--- src/rtl/sram_ctrl_pkg.sv ---
// Shared definitions for the external SRAM bank master: state encoding,
// bank geometry and small combinational helpers used by the sequencer.
package sram_ctrl_pkg;

   localparam int SRAM_AW    = 21;
   localparam int SRAM_DW    = 8;
   localparam int SRAM_CHIPS = 4;

   localparam int ST_W = 3;

   typedef enum logic [ST_W-1:0] {
      IDLE   = 3'd0,
      SETUP  = 3'd1,
      STROBE = 3'd2,
      HOLD   = 3'd3,
      ACK    = 3'd4
   } state_t;

   // Active-low one-hot chip select for a 2-bit chip number.
   function automatic logic [SRAM_CHIPS-1:0] cs_decode(input logic [1:0] sel);
      logic [SRAM_CHIPS-1:0] one;
      one = SRAM_CHIPS'(1);
      return ~(one << sel);
   endfunction

   // Lowest enabled byte lane at or above 'start'.
   // Result is {found, lane}; found = 0 when no lane remains.
   function automatic logic [2:0] first_enabled(input logic [3:0] be,
                                                input logic [2:0] start);
      logic [2:0] res;
      res = 3'b000;
      for (int i = 3; i >= 0; i--) begin
         if (be[i] && (3'(i) >= start)) res = {1'b1, 2'(i)};
      end
      return res;
   endfunction

   // Byte lane 'idx' of a little-endian 32-bit word.
   function automatic logic [SRAM_DW-1:0] sel_byte(input logic [31:0] word,
                                                   input logic [1:0]  idx);
      return word[{idx, 3'b000} +: SRAM_DW];
   endfunction

endpackage

--- src/rtl/sram_ctrl.sv ---
// Bus-side master for the 4 x 2Mx8 asynchronous SRAM bank. A single 32-bit
// word request is split into byte accesses, each one a SETUP / STROBE / HOLD
// sequence on the shared SRAM strobes. Every output comes straight from a
// register so the pads see glitch-free strobes and chip selects.
module sram_ctrl
   import sram_ctrl_pkg::*;
#(
   parameter int READ_WAIT  = 2,
   parameter int WRITE_WAIT = 2
) (
   input  logic                  i_clk,
   input  logic                  i_reset,
   input  logic                  i_req,
   input  logic                  i_we,
   input  logic [22:0]           i_addr,
   input  logic [31:0]           i_wdata,
   input  logic [3:0]            i_be,
   output logic                  o_ack,
   output logic [31:0]           o_rdata,
   output logic                  o_busy,
   output logic [SRAM_CHIPS-1:0] o_sram_cs_n,
   output logic                  o_sram_read_n,
   output logic                  o_sram_write_n,
   output logic [SRAM_AW-1:0]    o_sram_addr,
   output logic [SRAM_DW-1:0]    o_sram_data,
   output logic                  o_sram_data_oe,
   input  logic [SRAM_DW-1:0]    i_sram_data
);

   localparam int MAX_WAIT = (READ_WAIT > WRITE_WAIT) ? READ_WAIT : WRITE_WAIT;
   localparam int CNT_W    = (MAX_WAIT < 2) ? 1 : $clog2(MAX_WAIT);
   localparam logic [CNT_W-1:0] RD_LAST = CNT_W'(READ_WAIT - 1);
   localparam logic [CNT_W-1:0] WR_LAST = CNT_W'(WRITE_WAIT - 1);

   // Sequencer state and the latched request.
   state_t                r_state;
   logic [CNT_W-1:0]      r_cnt;
   logic [1:0]            r_idx;
   logic [18:0]           r_waddr;     // word address within the chip, addr[20:2]
   logic                  r_we;
   logic [31:0]           r_wdata;
   logic [3:0]            r_be;

   // Registered outputs.
   logic                  r_ack;
   logic [31:0]           r_rdata;
   logic                  r_busy;
   logic [SRAM_CHIPS-1:0] r_cs_n;
   logic                  r_read_n;
   logic                  r_write_n;
   logic [SRAM_AW-1:0]    r_sram_addr;
   logic [SRAM_DW-1:0]    r_sram_data;
   logic                  r_oe;

   // Byte-lane selection.
   logic [2:0]            w_first;      // first enabled lane of the incoming request
   logic [1:0]            w_start_idx;  // lane of the first byte access
   logic [2:0]            w_next;       // next enabled write lane above r_idx
   logic                  w_more;       // another byte access follows this one
   logic [1:0]            w_next_idx;
   logic                  w_last_strobe;
   logic [1:0]            w_unused_addr_lsb;

   // Address bits [1:0] are word-aligned away and never looked at.
   assign w_unused_addr_lsb = i_addr[1:0];

   assign w_first     = first_enabled(i_be, 3'd0);
   assign w_start_idx = i_we ? w_first[1:0] : 2'd0;
   assign w_next      = first_enabled(r_be, {1'b0, r_idx} + 3'd1);

   // Reads walk all four lanes; writes skip to the next enabled lane.
   always_comb begin
      w_more     = 1'b0;
      w_next_idx = 2'd0;
      if (r_we) begin
         w_more     = w_next[2];
         w_next_idx = w_next[1:0];
      end else begin
         w_more     = (r_idx != 2'd3);
         w_next_idx = r_idx + 2'd1;
      end
   end

   assign w_last_strobe = r_we ? (r_cnt == WR_LAST) : (r_cnt == RD_LAST);

   // Main FSM: next state and all pad/bus outputs registered together.
   always_ff @(posedge i_clk) begin
      if (i_reset) begin
         r_state     <= IDLE;
         r_cnt       <= '0;
         r_idx       <= '0;
         r_ack       <= 1'b0;
         r_rdata     <= '0;
         r_busy      <= 1'b0;
         r_cs_n      <= '1;
         r_read_n    <= 1'b1;
         r_write_n   <= 1'b1;
         r_sram_addr <= '0;
         r_sram_data <= '0;
         r_oe        <= 1'b0;
      end else begin
         r_ack <= 1'b0;
         case (r_state)
            IDLE: begin
               if (i_req) begin
                  r_waddr <= i_addr[20:2];
                  r_we    <= i_we;
                  r_wdata <= i_wdata;
                  r_be    <= i_be;
                  r_busy  <= 1'b1;
                  if (i_we && !w_first[2]) begin
                     // Nothing enabled: complete without touching the SRAM.
                     r_state <= ACK;
                     r_ack   <= 1'b1;
                  end else begin
                     r_state     <= SETUP;
                     r_idx       <= w_start_idx;
                     r_cs_n      <= cs_decode(i_addr[22:21]);
                     r_sram_addr <= {i_addr[20:2], w_start_idx};
                     if (i_we) begin
                        r_sram_data <= sel_byte(i_wdata, w_start_idx);
                        r_oe        <= 1'b1;
                     end
                  end
               end
            end

            SETUP: begin
               r_state <= STROBE;
               r_cnt   <= '0;
               if (r_we) r_write_n <= 1'b0;
               else      r_read_n  <= 1'b0;
            end

            STROBE: begin
               if (w_last_strobe) begin
                  r_state   <= HOLD;
                  r_read_n  <= 1'b1;
                  r_write_n <= 1'b1;
                  if (!r_we) r_rdata[{r_idx, 3'b000} +: SRAM_DW] <= i_sram_data;
               end else begin
                  r_cnt <= r_cnt + CNT_W'(1);
               end
            end

            HOLD: begin
               if (w_more) begin
                  r_state     <= SETUP;
                  r_idx       <= w_next_idx;
                  r_sram_addr <= {r_waddr, w_next_idx};
                  if (r_we) r_sram_data <= sel_byte(r_wdata, w_next_idx);
               end else begin
                  r_state <= ACK;
                  r_ack   <= 1'b1;
                  r_cs_n  <= '1;
                  r_oe    <= 1'b0;
               end
            end

            ACK: begin
               r_state <= IDLE;
               r_busy  <= 1'b0;
            end

            default: begin
               r_state <= IDLE;
               r_busy  <= 1'b0;
            end
         endcase
      end
   end

   assign o_ack          = r_ack;
   assign o_rdata        = r_rdata;
   assign o_busy         = r_busy;
   assign o_sram_cs_n    = r_cs_n;
   assign o_sram_read_n  = r_read_n;
   assign o_sram_write_n = r_write_n;
   assign o_sram_addr    = r_sram_addr;
   assign o_sram_data    = r_sram_data;
   assign o_sram_data_oe = r_oe;

endmodule

--- config.mk ---
export PLATFORM = sky130hd
export DESIGN_NAME = sram_ctrl
export DESIGN_NICKNAME = d
export VERILOG_FILES = /design/src/rtl/sram_ctrl_pkg.sv /design/src/rtl/sram_ctrl.sv
export SDC_FILE = /design/constraint.sdc
export NUM_CORES = 1
export LEC_CHECK = 0
export ABC_AREA = 1
export CORE_UTILIZATION = 30
export DETAILED_ROUTE_END_ITERATION = 16
export PLACE_DENSITY = 0.54
export RECOVER_POWER = 25
export SYNTH_ARGS = -nofsm -noshare
export SYNTH_HDL_FRONTEND = slang
export SYNTH_SLANG_ARGS = --single-unit
--- constraint.sdc ---
create_clock -name i_clk -period 3.9 [get_ports i_clk]
set_input_delay 0.78 -clock i_clk [delete_from_list [all_inputs] [get_ports i_clk]]
set_output_delay 0.78 -clock i_clk [all_outputs]
set_load 0.005 [all_outputs]
After elaboration in Yosys (flattened, before gate mapping)
Cells that the tools add are included.
W data, S select, Z words.
Storage, ports and cells
  register bits: 132
  bits of input ports: 71
  output and inout port bits: 70
  logic and storage cells: 119
Cells by class
  add/sub/neg operators: 4
  order comparisons: 4
  equal/unequal tests: 13
  shifts and indexed selects: 5
  mux-type cells: 53
  bitwise logic cells: 4
  reduce and logical (&&, ||, !) cells: 20
Operators with widths (count)
  $shiftx A32 B6 Y8: 2
  $mux W21: 3
  $pmux W21 S2: 1
  $mux W8: 5
  $mux W3: 12
  $bwmux W32: 1
  $shift A8 B7 Y32 const A: 1
  $shiftx A8 B7 Y32: 1
  $ne A2 B2 Y1 const B: 10
  $pmux W8 S2: 1
  $mux W1: 13
  $mux W4: 3
  $pmux W1 S2: 6
  $pmux W3 S4: 1
  $reduce_and A3 Y1: 4
  $mux W2: 5
  $pmux W4 S2: 1
  $reduce_and A4 Y1: 2
  $neg A5 Y7: 1
  $eq A3 B2 Y1 const B: 2
  $ge A1 B3 Y1 const A: 2
  $ge A2 B3 Y1 const A: 2
  $reduce_and A6 Y1: 1
  $logic_and A1 B1 Y1: 5
  14 further kinds: 18

Logic depth before layout (Yosys ltp)
  depth after elaboration: 12
  gate-level depth with buffers: 14
  mapped depth without buffers: 13

Least setup slack after synthesis
No wires, ideal clock.
  kind: input -> register
  from: in i_reset
  to: reg r_be[0], enable pin
  setup time: 470 ps
  arrival: 3486 ps
  setup slack: -57 ps
  stages on the path: 3
  path buffers: 2
  cells stage by stage: clkbuf_1 > clkbuf_1 > nor2_1
On the way
  longest elaborated chain between the ends: 2
RTL lines
  start, declared: line sram_ctrl.sv:12  | input logic i_reset,
  $not A1 Y1 (no line)
  $reduce_and A3 Y1 (no line)
  end signal, assigned: line sram_ctrl.sv:109  | r_be <= i_be;
  end, declared: line sram_ctrl.sv:42  | logic [3:0] r_be;
No other way between the ends.
A chain may end at the register's enable or synchronous reset.

==> results.cfg <==
[layout]
ff_latch_area_mm2 = 0.00316
layout_common_cells = nand2_1 (226), nand3_1 (87), clkdlybuf4s50_1 (81), dfxtp_1 (74), a21oi_1 (67)
area_growth_pct = 37.2
layout_commonest_cell = nand2_1
nets = 925
postLayoutCellArea_mm2 = 0.00799
multi_input_area_mm2 = 0.00230
fillCellCount = 1959
drive_above_1_share_pct = 6.28

[floorplan]
die_x_um = 141
die_height_um = 141
ios = 141
coreArea_mm2 = 0.0189
rows = 50
die-area_mm2 = 0.0200
start_util_pct = 30.8

[critical_path]
cp-end-kind = flip-flop
worstPathArrival_ns = 3.20
slowest_stage = clkbuf_1
slowest_delay_ns = 1.33
crit_top_cell = clkbuf_1
r2r_slack_ns = 1.44
crit_chain = clkbuf_1, clkbuf_1, a21oi_1, nand2_1, inv_1
cp.required_ns = 4.21
path_max_fanout = 39
critical_path_class = in -> reg
start_kind = input pin

[routing]
drc_errors = 0
wl_per_cell_um = 14.4
drtIter0Drc = 348
via_per_inst = 4.52
dr_total_vias = 5087
antenna_left = 0
wl_mm = 16.2
drt_pre_antenna_iters = 4

[timing]
layout_min_cycle_time_ns = 2.88
period_share_pct = 74.0
finClkSkew_ns = 0.00606
fin_setup_tns_ns = 0
hold_slack_ns = 0.461
rsz0062_at_grt = false
worst_slew_pin_slew_ns = 1.75
hold_viol = 0
maxSlewHeadroom_pct = -16.7
maxSlewViolCount = 40
max_freq_mhz = 347
final-setup-viol-count = 0

[clock_tree]
postCtsHoldBufs = 0
clock_latency_ns = 0.42
cts_tree = yes
cts_buffer_depth = 2
path_clk_slew_ns = 0.06
cts_resized = 0
cts.sinks = 130
cts_buffers = 17
cts_setup_buffers = 0
root_buffer = clkbuf_16
htreeDepth = 4

[synth]
avgSynthCellArea_um2 = 8.13
syn-cell-area_mm2 = 0.00582
synth_edf_count = 56
synth_nets = 793
synthFlopType = dfxtp_1
async_flop_share_pct = 0
ys_seq_area_share_pct = 54.3
syn_inst = 716
ys_types = 31
synth-compound-area-share_pct = 7.61
synth_top_family_by_area = simple AND/OR/NAND/NOR gates
synthMuxAreaShare_pct = 0
synth-simple-area-share_pct = 30.7
synth-xor-area-share_pct = 0
yosysWarnings = 0
synthAdderAreaFrac_pct = 1.29
ys_seq_elements = 130

[outcome]
violations = max-capacitance violations, max-slew violations
outcome = finished with violations

[global_routing]
grt_remaining_overflow = 0
grt_max_degree = 52
grt_pass1_wl_mm = 26.1
grt_pass1_vias = 4902
antenna_found_initial = 7
grt_util_all_layers_pct = 17.0

[placed_design]
port_buffers = 138
dpl.hpwl_mm = 11.2
place.gp.congestion = 0.805
placed_area_mm2 = 0.00743

[job]
cap_violations = 1

[min_path]
hp-class = reg -> reg

[power_and_ir_drop]
vdd_drop_max_v = 0.000323
power_density_mw_per_mm2 = 583
p_leak_nw = 3.22
## cells in the mapped netlist, types with 4 or more instances
cell type	count	area, um2
ha_1	6	75.1
nand3_1	87	435
nand4_1	6	37.5
nand2_1	226	848
edfxtp_1	56	1680
clkbuf_1	14	52.6
inv_2	4	15.0
or3_1	16	100
a21oi_1	67	335
inv_1	47	176
o21ai_0	8	40.0
nor2_1	53	199
dfxtp_1	74	1480
nor3_1	4	20.0
buf_2	12	60.1
nand2_2	11	68.8
## flip-flops by register name, summed over array words and instances (netlist names)
name and flops:
r_idx 1, r_state 3, o_ack 1, o_sram_data_oe 1, o_sram_addr 20, r_waddr 19, r_wdata 32, o_rdata 32
r_be 4, o_busy 1, o_sram_cs_n 4, o_sram_read_n 1, r_cnt 1, o_sram_data 8, r_we 1, o_sram_write_n 1
## cells by family (layout without fill, tap and decap cells)
kind of cell	count (synthesis)	in the layout
buffers and inverters	83	227
AO/OA/AOI/OAI	85	85
other	0	5
flip-flops	130	130
AND/OR/NAND/NOR	412	412
adder cells (fa/ha/maj)	6	6
## power breakdown
group / switching, mW / internal [mW] / leakage (nW)
Clock: 0.562 / 0.939 / 0.274
Combinational: 0.865 / 0.556 / 1.83
Sequential: 0.0963 / 1.64 / 1.12
## routing by layer
| layer | global-route usage, % | share of wire, % |
|---|---|---|
| met2 | 26.5 | 45 |
| met5 | 0 | 0.14 |
| met4 | 6.12 | 1.3 |
| met3 | 6.04 | 7.1 |
| met1 | 21.7 | 46 |
## final timing paths
path | cells past startpoint | start | end
worst max-delay path | 5 | i_reset | o_sram_data[5]$_SDFFE_PP0P_
worst min-delay path | 2 | o_sram_addr[20]$_SDFFE_PP0P_ | o_sram_addr[20]$_SDFFE_PP0P_
worst max register to register | 8 | r_state[2]$_SDFFE_PP0P_ | o_sram_addr[1]$_SDFFE_PP0P_
worst min register to register | 2 | o_sram_addr[20]$_SDFFE_PP0P_ | o_sram_addr[20]$_SDFFE_PP0P_
## cell type report
cell class	instances	area share, %
diodes	5	0.157
clock buffers	28	6.77
clock inverters	3	0.204
inverters	51	2.40
multi-input cells	503	28.8
flip-flops and latches	130	39.6
well taps	260	4.07
repair buffers	145	18.0
## critical path: cells and delay by family
kind / cells / cell delay (ns)
buffers and inverters: 3 / 2.18
AO/OA/AOI/OAI: 1 / 0.07
AND/OR/NAND/NOR: 1 / 0.14
## through the flow
stage / std cells / total power [mW] / setup slack [ns] / util, %
after floorplan: 716 / 2.62 / 0.878 / -
after global placement: 1089 / 3.21 / 0.707 / 39.3
after detailed placement: 1089 / 3.21 / 0.699 / 39.3
after CTS: 1120 / 4.73 / 1.14 / 42.3
after global routing: 1123 / 4.96 / 0.735 / 42.3
final: 1125 / 4.66 / 1.02 / 42.3
Power figures use the tool's default switching activity.
